**src/rtl/adder_arbiter.sv**
```systemverilog
// Round-robin front end that time-shares one external W-bit adder among NREQ requesters.
// Operands are latched on accept; the sum comes back on a held valid/ready channel tagged by id.
module adder_arbiter #(
   parameter int unsigned NREQ = 4,
   parameter int unsigned W    = 32,
   parameter int unsigned IDW  = $clog2(NREQ)
) (
   input  logic              clk,
   input  logic              rst,
   input  logic [NREQ-1:0]   req_valid,
   output logic [NREQ-1:0]   req_ready,
   input  logic [NREQ*W-1:0] req_a,
   input  logic [NREQ*W-1:0] req_b,
   output logic [W-1:0]      add_a,
   output logic [W-1:0]      add_b,
   input  logic [W-1:0]      add_out,
   input  logic              add_carry,
   output logic              rsp_valid,
   input  logic              rsp_ready,
   output logic [IDW-1:0]    rsp_id,
   output logic [W-1:0]      rsp_sum,
   output logic              rsp_carry,
   output logic              busy
);

   typedef enum logic [1:0] {
      IDLE  = 2'd0,
      ISSUE = 2'd1,
      RESP  = 2'd2
   } state_t;

   state_t         state;
   logic [IDW-1:0] ptr;
   logic [IDW-1:0] id;
   logic           grant_vld;
   logic [IDW-1:0] grant_idx;
   logic [IDW-1:0] scan_idx;
   logic [W-1:0]   a_arr [NREQ];
   logic [W-1:0]   b_arr [NREQ];

   // Unpack the flat operand buses into per-requester lanes.
   always_comb begin
      for (int unsigned i = 0; i < NREQ; i++) begin
         a_arr[i] = req_a[i*W +: W];
         b_arr[i] = req_b[i*W +: W];
      end
   end

   // Scan starting at ptr; the first valid requester found wins.
   always_comb begin
      grant_vld = 1'b0;
      grant_idx = '0;
      scan_idx  = '0;
      for (int unsigned k = 0; k < NREQ; k++) begin
         scan_idx = IDW'((32'(ptr) + k) % NREQ);
         if (!grant_vld && req_valid[scan_idx]) begin
            grant_vld = 1'b1;
            grant_idx = scan_idx;
         end
      end
   end

   always_comb begin
      req_ready = '0;
      if (!rst && (state == IDLE) && grant_vld) begin
         req_ready[grant_idx] = 1'b1;
      end
   end

   always_ff @(posedge clk) begin
      if (rst) begin
         state     <= IDLE;
         ptr       <= '0;
         id        <= '0;
         add_a     <= '0;
         add_b     <= '0;
         rsp_valid <= 1'b0;
         rsp_id    <= '0;
         rsp_sum   <= '0;
         rsp_carry <= 1'b0;
         busy      <= 1'b0;
      end else begin
         case (state)
            IDLE: begin
               if (grant_vld) begin
                  add_a <= a_arr[grant_idx];
                  add_b <= b_arr[grant_idx];
                  id    <= grant_idx;
                  state <= ISSUE;
                  busy  <= 1'b1;
               end
            end
            ISSUE: begin
               rsp_sum   <= add_out;
               rsp_carry <= add_carry;
               rsp_id    <= id;
               rsp_valid <= 1'b1;
               state     <= RESP;
            end
            RESP: begin
               // Pointer moves past the served requester only once its result is taken.
               if (rsp_ready) begin
                  rsp_valid <= 1'b0;
                  ptr       <= IDW'((32'(id) + 1) % NREQ);
                  state     <= IDLE;
                  busy      <= 1'b0;
               end
            end
            default: begin
               state <= IDLE;
               busy  <= 1'b0;
            end
         endcase
      end
   end

endmodule

```
**config.mk**
```make
export PLATFORM = sky130hd
export DESIGN_NAME = adder_arbiter
export DESIGN_NICKNAME = d
export VERILOG_FILES = /design/src/rtl/adder_arbiter.sv
export SDC_FILE = /design/constraint.sdc
export NUM_CORES = 1
export LEC_CHECK = 0
export CAP_MARGIN = 20
export CORE_AREA = 4 4 152 154
export CTS_CLUSTER_DIAMETER = 200
export CTS_CLUSTER_SIZE = 24
export DETAILED_ROUTE_END_ITERATION = 8
export DIE_AREA = 0 0 156 158
export DONT_BUFFER_PORTS = 1
export PLACE_DENSITY = 0.44
export SYNTH_ARGS = -nofsm -noshare
export SYNTH_HDL_FRONTEND = slang
export SYNTH_SLANG_ARGS = --single-unit
```
**constraint.sdc**
```tcl
create_clock -name clk -period 2.1 [get_ports clk]
set_clock_uncertainty 0.1 [all_clocks]
set_input_delay 0.42 -clock clk [delete_from_list [all_inputs] [get_ports clk]]
set_output_delay 0.42 -clock clk [all_outputs]
set_load 0.01 [all_outputs]
```
==> impl.org <==
** Status
- The run finished with clean final reports.

** Routing
- Pre-antenna DRT Iters :: 8
- Drt initial violations :: 502
- Total detailed-routing wirelength :: between 20 and 25 mm
- Antenna viol nets, final :: 0
- In the final routed layout, each cell accounts on average for between 20 and 25 µm.
- After detailed routing, the number of vias per cell comes to 5.877.
- For this run, design rule violations remaining after detail routing come to 0.
- The routed layout has 5906 vias.

** GRT
- Antenna violations before repair :: 9
- Wire length of the first global-routing pass :: between 30 and 40 mm
- Number of global-route vias before repair :: 5660
- Largest net degree at the start of global routing :: 108
- Summed over all layers, the global routing overflow is 0.
- Across every metal layer, demand over resource in global routing totals 0.1847.

** Floorplan
- The initialized floorplan defines 54 standard-cell rows.
- The initial utilization of the core area, before any placement, comes to 0.2817.
- Die extent in y :: about 160 µm
- Ports :: approximately 400
- After floorplanning, the core was sized to cover around 22000 µm².
- Die area :: 24650 µm²
- From left edge to right edge, the die measures between 150 and 200 µm.

** Critical path
- Critical Path Slowest Stage Cell :: sky130_fd_sc_hd__a221oi_1
- Data on the critical path arrives at its endpoint at about 2.2 ns.
- The worst setup path is launched from a register.
- In this design, the stage delay of the slowest critical-path cell is 0.53 ns.
- Nature of the critical path endpoint :: register
- Endpoint required time on the critical path :: about 2.2 ns
- Top fanout value on the critical path :: 10
- Measured in cells, the most critical reg-to-reg path has a length of 7.
- The critical path is of the reg -> reg type.
- Cells traversed along the worst timing path :: nor2b_2 > a21oi_1 > o31ai_4 > buf_12 > buf_4 > a221oi_1 > a211oi_1

** Timing
- Total of endpoints with negative setup slack in the final report :: 0
- Headroom to the max-slew limit came out at 0.6450.
- Max Transition Viols Final :: 0
- At the pin with the least slew margin, the transition time is about 0.53 ns.
- Post-layout worst setup margin :: about 0.028 ns
- Final period util :: 0.9869
- Adding up every negative setup slack in the final design gives 0 ns.
- After layout, the minimum clock period comes to about 2.1 ns.
- Static timing analysis puts the maximum clock frequency at slightly below 500 MHz.
- Total count of hold-check failures in the final report :: 0

** Clocking
- Clock tree from TritonCTS :: done
- Clock tree synthesis found a total of approximately 110 sinks.
- Clock insertion delay at the later pin of the skew report :: roughly 0.35 ns
- Clock-pin slew was measured on the worst setup and hold paths at ~0.08 ns.
- Cell chosen for the clock root :: sky130_fd_sc_hd__clkbuf_16
- Buffers inserted during clock tree synthesis total 9.
- Maximum buffer depth of the clock tree :: 2
- H-tree levels :: 3
- Hold buffer count at cts :: 0

** Power and ir drop
- Internal Power :: roughly 3.8 mW
- Logic pwr share :: 0.235
- Summed over all nets, the switching power comes to about 2 mW.
- Sw Ratio :: 0.3375
- Highest ir drop seen on vdd :: about 0.00030 V
- Power per standard cell area :: ~830 nW/µm²
- The completed layout was analyzed and its total power is between 5 and 6 mW.
- Of the total power, registers draw 0.450.
- Of the total power, the clock network draws 0.315.
- Cell leakage power :: 2.456 nW

** Logic synthesis
- Yosys printed 0 warnings.
- Top cell type by total area after synthesis :: sky130_fd_sc_hd__dfxtp_1
- Area fraction of the dominant cell type after synthesis :: 0.3506
- Mapped Nets :: around 1000
- Gate count after technology mapping :: roughly 750
- Number of flip-flops and latches in the synthesized netlist :: between 100 and 150
- Sequential share of the synthesized area :: 0.3506
- Yosys attributes the largest share of cell area to sky130_fd_sc_hd__dfxtp_1 (35%), sky130_fd_sc_hd__a21boi_2 (8.7%), sky130_fd_sc_hd__a221oi_1 (7.6%).
- Summed instance area of the synthesized netlist :: about 6000 µm²
- Mean instance size in the synthesized netlist :: between 8 and 9 µm²
- The synthesized netlist contains 40 unique library cells.

** Layout
- The finished layout holds about 1000 standard cells, fillers aside.
- The filler cells instantiated in the layout total between 2000 and 2500.
- Total Nets Final :: between 1000 and 1500
- Layout cell share with drive strength beyond 1 :: 0.1750
- Relative to the synthesized area, the layout overhead comes to 13.02%.
- Area of all placed cells without fillers :: roughly 6900 µm²
- Most frequent cells in the layout :: sky130_fd_sc_hd__dfxtp_1 (106), sky130_fd_sc_hd__nand2_1 (73), sky130_fd_sc_hd__and3_1 (64), sky130_fd_sc_hd__o21ai_1 (64), sky130_fd_sc_hd__nor2_1 (62)
- Leaving out fill and tap cells, the most frequent cell in the layout is sky130_fd_sc_hd__dfxtp_1.

** Worst hold path
- Counting instances, the worst hold path has a depth of 1.
- Hold WC Path Type :: in -> reg

** Placement
- Weighted congestion at the end of routability-driven global placement :: 0.8118
- Final HPWL from detailed placement :: around 18 mm
- Cell area reported after detailed placement :: 6415 µm²
- OpenSTA, run right after detailed placement, puts the worst setup slack at -0.03120 ns.
- Input and output buffers added on the ports amount to 0.
- Placed cells :: 976

** Run
- Across the run, the number of max-cap violations was 0.
## power by group through the flow
stage | clock [mW] | combinational (mW) | sequential (mW)
CTS | 1.89 | 1.35 | 2.60
global placement | 0 | 1.25 | 2.64
detailed placement | 0 | 1.29 | 2.64
floorplan | 0 | 1.00 | 2.55
finish | 1.81 | 1.35 | 2.59
global route | 1.95 | 1.51 | 2.62
## stage by stage
step           utilization  hold WS [ns]
4_1_cts             0.3161       0.01751
3_3_place_gp        0.2958        0.3880
6_report            0.3184       0.04897
5_1_grt             0.3184       0.02150
3_5_place_dp        0.2958        0.3909
2_1_floorplan            -        0.3566
## synthesized netlist by cell type
master	n
sky130_fd_sc_hd__and3_1	65
sky130_fd_sc_hd__a21boi_1	17
sky130_fd_sc_hd__nor2_1	63
sky130_fd_sc_hd__a41oi_1	11
sky130_fd_sc_hd__o21ai_0	2
sky130_fd_sc_hd__dfxtp_1	107
sky130_fd_sc_hd__and2_1	3
sky130_fd_sc_hd__nor2b_1	5
sky130_fd_sc_hd__a21oi_1	45
sky130_fd_sc_hd__o32ai_1	1
sky130_fd_sc_hd__or3_1	1
sky130_fd_sc_hd__or2_2	1
sky130_fd_sc_hd__and4_1	1
sky130_fd_sc_hd__a21boi_0	1
sky130_fd_sc_hd__nand3_1	11
sky130_fd_sc_hd__nor3_1	2
sky130_fd_sc_hd__nor2_2	1
sky130_fd_sc_hd__or4_4	2
sky130_fd_sc_hd__o21ai_1	64
sky130_fd_sc_hd__o211a_1	1
sky130_fd_sc_hd__buf_1	3
sky130_fd_sc_hd__o32a_1	1
sky130_fd_sc_hd__a221oi_1	53
sky130_fd_sc_hd__nor4_1	1
sky130_fd_sc_hd__a31oi_1	11
sky130_fd_sc_hd__o221ai_1	1
sky130_fd_sc_hd__buf_4	3
sky130_fd_sc_hd__nand3b_1	1
sky130_fd_sc_hd__buf_6	12
sky130_fd_sc_hd__nand2b_1	2
sky130_fd_sc_hd__nand2_1	74
sky130_fd_sc_hd__xor2_1	1
sky130_fd_sc_hd__clkbuf_1	61
sky130_fd_sc_hd__a21boi_2	47
sky130_fd_sc_hd__inv_2	1
sky130_fd_sc_hd__a211oi_1	52
sky130_fd_sc_hd__buf_2	8
sky130_fd_sc_hd__o31ai_2	1
sky130_fd_sc_hd__o21bai_1	12
sky130_fd_sc_hd__a211oi_2	2
## routing by layer
metal / track usage / up-vias / part of all wire
met5: 0 / - / 0.00053
met4: 0.06294 / 2 / 0.023
met3: 0.05686 / 39 / 0.096
met2: 0.3141 / 348 / 0.50
met1: 0.2218 / 2789 / 0.38
li1: - / 2728 / -
## what timing repair did
item | CTS | global route
resized for setup | 9 | 10
pin swaps | 2 | 1
setup endpoints to repair | 4 | 12
buffers inserted | 6 | 0
gates cloned | 2 | 0
## sequential cells by signal, indices dropped and copies added (netlist names)
register	flops
add_a	32
add_b	32
busy	1
id	2
ptr	2
rsp_carry	1
rsp_id	2
rsp_sum	32
rsp_valid	1
state	2
## kinds of logic after synthesis
family | Yosys count | synth area share
AOI/OAI and AO/OA | 322 | 0.3936
and+or+nand+nor | 233 | 0.1821
xor gates and xnor gates | 1 | 0.001434
DFF | 107 | 0.3506
buffers and inverters | 88 | 0.07229
## final cells by class
class | instances | area (µm²) | area share
clock inverters | 6 | 73.82 | 0.01069
well taps | 280 | 350.3 | 0.05073
inverters | 1 | 3.754 | 0.0005436
repair buffers | 40 | 499.2 | 0.07230
clock buffers | 10 | 229.0 | 0.03316
diodes | 5 | 12.51 | 0.001812
flip-flops and latches | 107 | 2143 | 0.3104
multi-input cells | 556 | 3593 | 0.5204
## critical path, delay by kind of cell (launching register included)
kind                   cells  cell delay, ns
flip-flops                 1            0.38
AND/OR/NAND/NOR            1            0.08
AO/OA/AOI/OAI              4            1.05
buffers and inverters      2            0.32
## final timing paths
path | start | to | slack, ns
max | ptr[0] | add_a[21] | 0.03
min reg2reg | id[1] | id[1] | 0.40
max reg2reg | ptr[0] | add_a[21] | 0.03
min | rst | add_a[11] | 0.05
Power figures use the tool's default switching activity.
